[src/rtl/kmeans_iter_ctrl.sv]
// Iteration sequencer for 1-D K-means. Streams points to an external assign unit,
// accumulates per-cluster sums/counts, divides for new centroids, and repeats until stable.
module kmeans_iter_ctrl #(
    parameter int K        = 4,
    parameter int N_POINTS = 64,
    parameter int DW       = 32,
    parameter int MAX_ITER = 16,
    localparam int AW = $clog2(N_POINTS),
    localparam int KW = $clog2(K),
    localparam int SW = DW + AW,
    localparam int CW = AW + 1,
    localparam int IW = $clog2(MAX_ITER + 1)
) (
    input  logic            clk,
    input  logic            reset,
    input  logic            start,
    output logic            busy,
    output logic            done,
    output logic            converged,
    output logic [IW-1:0]   iter_count,
    output logic            point_rd,
    output logic [AW-1:0]   point_addr,
    input  logic [DW-1:0]   point_data,
    output logic            dist_req,
    output logic [DW-1:0]   dist_point,
    input  logic            dist_ack,
    input  logic [KW-1:0]   dist_id,
    output logic            div_req,
    output logic [SW-1:0]   div_dividend,
    output logic [CW-1:0]   div_divisor,
    input  logic            div_ack,
    input  logic [DW-1:0]   div_quot,
    input  logic [K*DW-1:0] cent_q,
    output logic [K-1:0]    cent_we,
    output logic [DW-1:0]   cent_wdata
);

    localparam logic [2:0] S_IDLE   = 3'd0;
    localparam logic [2:0] S_FETCH  = 3'd1;
    localparam logic [2:0] S_WAITD  = 3'd2;
    localparam logic [2:0] S_DIST   = 3'd3;
    localparam logic [2:0] S_DIVREQ = 3'd4;
    localparam logic [2:0] S_UPDATE = 3'd5;
    localparam logic [2:0] S_CHECK  = 3'd6;
    localparam logic [2:0] S_DONE   = 3'd7;

    localparam logic [AW-1:0] LAST_IDX = AW'(N_POINTS - 1);
    localparam logic [KW-1:0] LAST_K   = KW'(K - 1);

    logic [2:0]               state;
    logic [AW-1:0]            idx;
    logic [KW-1:0]            kidx;
    logic [K-1:0][SW-1:0]     sum;
    logic [K-1:0][CW-1:0]     cnt;
    logic [DW-1:0]            point_reg;
    logic [DW-1:0]            quot;
    logic                     changed;
    logic                     conv_r;
    logic [IW-1:0]            iters;
    logic [IW-1:0]            iter_next;
    logic                     cur_empty;
    logic                     last_k;
    logic [DW-1:0]            cur_cent;

    assign iter_next = iters + 1'b1;
    assign cur_empty = (cnt[kidx] == '0);
    assign last_k    = (kidx == LAST_K);
    assign cur_cent  = cent_q[int'(kidx)*DW +: DW];

    // All strobes decode from state, so at most one can be active per cycle.
    assign busy         = (state != S_IDLE);
    assign done         = (state == S_DONE);
    assign converged    = conv_r;
    assign iter_count   = iters;
    assign point_rd     = (state == S_FETCH);
    assign point_addr   = idx;
    assign dist_req     = (state == S_DIST);
    assign dist_point   = point_reg;
    assign div_req      = (state == S_DIVREQ) && !cur_empty;
    assign div_dividend = sum[kidx];
    assign div_divisor  = cnt[kidx];
    assign cent_we      = (state == S_UPDATE) ? (K'(1) << kidx) : '0;
    assign cent_wdata   = quot;

    always_ff @(posedge clk) begin
        if (reset) begin
            state     <= S_IDLE;
            idx       <= '0;
            kidx      <= '0;
            sum       <= '0;
            cnt       <= '0;
            point_reg <= '0;
            quot      <= '0;
            changed   <= 1'b0;
            conv_r    <= 1'b0;
            iters     <= '0;
        end else begin
            case (state)
                S_IDLE: if (start) begin
                    sum     <= '0;
                    cnt     <= '0;
                    changed <= 1'b0;
                    conv_r  <= 1'b0;
                    iters   <= '0;
                    idx     <= '0;
                    kidx    <= '0;
                    state   <= S_FETCH;
                end
                S_FETCH: state <= S_WAITD;
                S_WAITD: begin
                    point_reg <= point_data;
                    state     <= S_DIST;
                end
                S_DIST: if (dist_ack) begin
                    // Out-of-range ids are dropped without touching the accumulators.
                    if (32'(dist_id) < K) begin
                        sum[dist_id] <= sum[dist_id] + SW'(point_reg);
                        cnt[dist_id] <= cnt[dist_id] + 1'b1;
                    end
                    if (idx == LAST_IDX) begin
                        kidx  <= '0;
                        state <= S_DIVREQ;
                    end else begin
                        idx   <= idx + 1'b1;
                        state <= S_FETCH;
                    end
                end
                S_DIVREQ: begin
                    if (cur_empty) begin
                        kidx  <= last_k ? '0 : kidx + 1'b1;
                        state <= last_k ? S_CHECK : S_DIVREQ;
                    end else if (div_ack) begin
                        quot  <= div_quot;
                        state <= S_UPDATE;
                    end
                end
                S_UPDATE: begin
                    // cent_q still holds the old value this cycle; the write lands next edge.
                    changed <= changed | (quot != cur_cent);
                    kidx    <= last_k ? '0 : kidx + 1'b1;
                    state   <= last_k ? S_CHECK : S_DIVREQ;
                end
                S_CHECK: begin
                    iters <= iter_next;
                    if (!changed || iter_next == IW'(MAX_ITER)) begin
                        conv_r <= !changed;
                        state  <= S_DONE;
                    end else begin
                        sum     <= '0;
                        cnt     <= '0;
                        changed <= 1'b0;
                        idx     <= '0;
                        state   <= S_FETCH;
                    end
                end
                S_DONE:  state <= S_IDLE;
                default: state <= S_IDLE;
            endcase
        end
    end

endmodule

[config.mk]
export PLATFORM = sky130hd
export DESIGN_NAME = kmeans_iter_ctrl
export DESIGN_NICKNAME = d
export VERILOG_FILES = /design/src/rtl/kmeans_iter_ctrl.sv
export SDC_FILE = /design/constraint.sdc
export NUM_CORES = 1
export LEC_CHECK = 0
export ABC_AREA = 1
export ABC_CLOCK_PERIOD_IN_PS = 4300
export CAP_MARGIN = 10
export CORE_MARGIN = 1
export CORE_UTILIZATION = 30
export DETAILED_ROUTE_END_ITERATION = 10
export HOLD_SLACK_MARGIN = 0.1
export SLEW_MARGIN = 20
export SYNTH_ARGS = -nofsm -noshare
export SYNTH_HDL_FRONTEND = slang
export SYNTH_SLANG_ARGS = --single-unit
[constraint.sdc]
create_clock -name clk -period 4.3 [get_ports clk]
set_input_delay 0.645 -clock clk [delete_from_list [all_inputs] [get_ports clk]]
set_output_delay 0.645 -clock clk [all_outputs]
set_load 0.005 [all_outputs]
==> impl_metrics.sql <==
INSERT INTO impl_metrics (metric_group, metric, value, unit) VALUES
('run_status', 'outcome', 'complete, no violations', ''),
('synth', 'synth-compound-area-share', '17.24', '%'),
('synth', 'synth_edf_count', '0', ''),
('grt', 'grt_antenna_before_repair', '2', ''),
('clocking', 'clk_path_buf_depth', '3', ''),
('sta', 'layout_setup_ws', '504.0', 'ps'),
('clocking', 'post-cts-setup-buffer-count', '0', ''),
('die', 'effective_utilization_at_floorplan', '30.30', '%'),
('sta', 'setup_repair_after_global_routing_missed_its_margin', 'false', ''),
('grt', 'grt.total_usage', '23.27', '%'),
('sta', 'tns', '0', 'ps'),
('clocking', 'cts_hold_bufs', '0', ''),
('synth', 'syn-cell-area', '0.01628', 'mm²'),
('placement', 'finalWeightedCongestion', '0.8891', ''),
('synth', 'synth_top_family_by_area', 'simple AND/OR/NAND/NOR gates', ''),
('sta', 'max_clk_rate', '0.2634', 'GHz'),
('cells_and_area', 'mostFrequentLayoutCell', 'sky130_fd_sc_hd__nand2_1', ''),
('clocking', 'insertion_delay', '560', 'ps'),
('clocking', 'numClockSinks', '262', ''),
('clocking', 'ctsResizeCount', '0', ''),
('synth', 'post_synth_xor_area_fraction', '1.614', '%'),
('synth', 'syn_inst', '2629', ''),
('worst_setup_path', 'critical_path.max_stage_delay', '650', 'ps'),
('synth', 'synthesis.nets', '2868', ''),
('cells_and_area', 'final_core_area_utilization', '39.64', '%'),
('routing', 'overall_routed_net_length', '65710', 'µm'),
('placement', 'pre_cts_slack', '290.1', 'ps'),
('pwr', 'power_density', '417.5', 'mW/mm²'),
('grt', 'grt_remaining_overflow', '0', ''),
('routing', 'initialDrtViolationCount', '1470', ''),
('sta', 'final_period_minus_worst_setup_slack', '3796', 'ps'),
('die', 'rows', '85', ''),
('synth', 'post_synth.cell_area_avg', '6.191', 'µm²'),
('routing', 'route.detailed.drc', '0', ''),
('die', 'die_x', '234.9', 'µm'),
('synth', 'synth_cell_type_count', '40', ''),
('sta', 'worst_clock_skew', '28.53', 'ps'),
('synth', 'simple_logic_cell_fraction_of_the_synthesized_area', '37.67', '%'),
('cells_and_area', 'area_growth', '30.82', '%'),
('clocking', 'cts-root-buf', 'sky130_fd_sc_hd__clkbuf_16', ''),
('routing', 'vias', '18461', ''),
('worst_setup_path', 'crit_path_max_fanout', '35', ''),
('placement', 'number_of_input_and_output_port_buffers_inserted', '328', ''),
('worst_setup_path', 'crit_type', 'flip-flop to output port', ''),
('worst_setup_path', 'timing.critical_path.slowest_stage_cell', 'sky130_fd_sc_hd__dfxtp_4', ''),
('worst_setup_path', 'cp_data_required_time', '3650', 'ps'),
('sta', 'timing.slew.headroom', '41.10', '%'),
('pwr', 'power.total', '8.889', 'mW'),
('worst_setup_path', 'path_common_cell', 'sky130_fd_sc_hd__nand2_1', ''),
('grt', 'largest_net_degree_at_the_start_of_global_routing', '153', ''),
('grt', 'grt_pass1_vias', '17511', ''),
('clocking', 'htreeDepth', '2', ''),
('clocking', 'tritoncts', 'yes', ''),
('worst_setup_path', 'critical_path_arrival', '3150', 'ps'),
('pwr', 'irDropWorstVdd', '0.0003627', 'V'),
('sta', 'hold-worst-slack', '465.3', 'ps'),
('synth', 'post_synth_mux_area_share', '0', '%'),
('worst_setup_path', 'setup.worst_path.start', 'kidx[0]', ''),
('cells_and_area', 'layout_common_cells', 'sky130_fd_sc_hd__nand2_1 (945), sky130_fd_sc_hd__clkdlybuf4s50_1 (327), sky130_fd_sc_hd__a21oi_1 (280)', ''),
('synth', 'count_of_state_elements_after_synthesis', '262', ''),
('synth', 'yosysSeqAreaShare', '32.23', '%'),
('worst_setup_path', 'worst_setup_path_end_kind', 'output port', ''),
('min_path', 'min_path_type', 'flip-flop to flip-flop', ''),
('sta', 'timing.final.hold_violations', '0', ''),
('routing', 'via_per_inst', '5.120', ''),
('cells_and_area', 'number_of_nets_in_the_layout', '3127', ''),
('worst_setup_path', 'worst_setup_path_start_kind', 'flip-flop', ''),
('pwr', 'power_leakage', '8.459', 'nW'),
('routing', 'drtAntennaViolNets', '0', ''),
('die', 'fp.dieH', '234.9', 'µm'),
('sta', 'tightestPinTransition', '880.4', 'ps');
==> metrics by stage <==
step	instance area (µm²)	cells
2_1_floorplan	16280	2629
3_3_place_gp	20170	3547
3_5_place_dp	20170	3547
4_1_cts	21290	3606
5_1_grt	21290	3606
6_report	21290	3606
==> cells by family after synthesis <==
kind of cell	after synthesis
buffers and inverters	308
xor gates and xnor gates	30
AOI/OAI and AO/OA	511
and+or+nand+nor	1478
adders and majority gates	40
DFF	262
==> final timing paths <==
check,depth (start not counted),end
setup / recovery,10,div_req
hold / removal,2,cnt[27]
setup reg to reg,13,changed
hold reg to reg,2,cnt[27]
==> where the power goes <==
group	internal (mW)	switching (mW)	total (mW)
logic	1.14	2.16	3.31
registers	2.50	0.153	2.66
clock network	1.74	1.19	2.93
total	5.38	3.50	8.89
==> routing by layer <==
| metal | part of all wire, % | up-vias | global-route usage, % |
|---|---|---|---|
| met4 | 3.3 | 0 | 8.911 |
| met3 | 7.7 | 122 | 4.652 |
| li1 | - | 9171 | - |
| met2 | 47 | 738 | 39.68 |
| met5 | 0 | - | 0 |
| met1 | 42 | 8430 | 28.70 |
==> worst max-delay path: cells and delay by family, from the launching register on <==
family,cells,cell delay [ps]
buffers and inverters,4,1360
flip-flops,1,650
AND/OR/NAND/NOR,6,580
==> cell type report <==
cell class                 count  area [µm²]
sequential                   262        5253
fill                        5764       32420
tap                          696       870.8
multi-input combinational   2059        9749
clock inverter                13       136.4
clock buffer                  46       988.4
inverter                     161       614.3
timing repair buffer         369        3680
==> synth_stat cells (23+ instances only) <==
library cell	number	area [µm²]
sky130_fd_sc_hd__o22ai_1	38	237.7
sky130_fd_sc_hd__a22oi_1	58	435.4
sky130_fd_sc_hd__nor2_1	200	750.7
sky130_fd_sc_hd__clkbuf_1	85	319.1
sky130_fd_sc_hd__a21oi_1	280	1401
sky130_fd_sc_hd__inv_1	152	570.6
sky130_fd_sc_hd__nand2_1	946	3551
sky130_fd_sc_hd__o21ai_0	118	590.6
sky130_fd_sc_hd__ha_1	39	488.0
sky130_fd_sc_hd__dfxtp_1	262	5245
sky130_fd_sc_hd__nand3_1	263	1316
sky130_fd_sc_hd__xor2_1	23	201.4
sky130_fd_sc_hd__buf_2	32	160.2
==> state kept, by name (all words and copies together) (netlist names) <==
name / cells
dist_point: 32
kidx: 2
sum: 152
state: 3
converged: 1
cent_wdata: 32
changed: 1
iter_count: 5
cnt: 28
point_addr: 6
No activity file was read; power rests on OpenSTA's default activity.
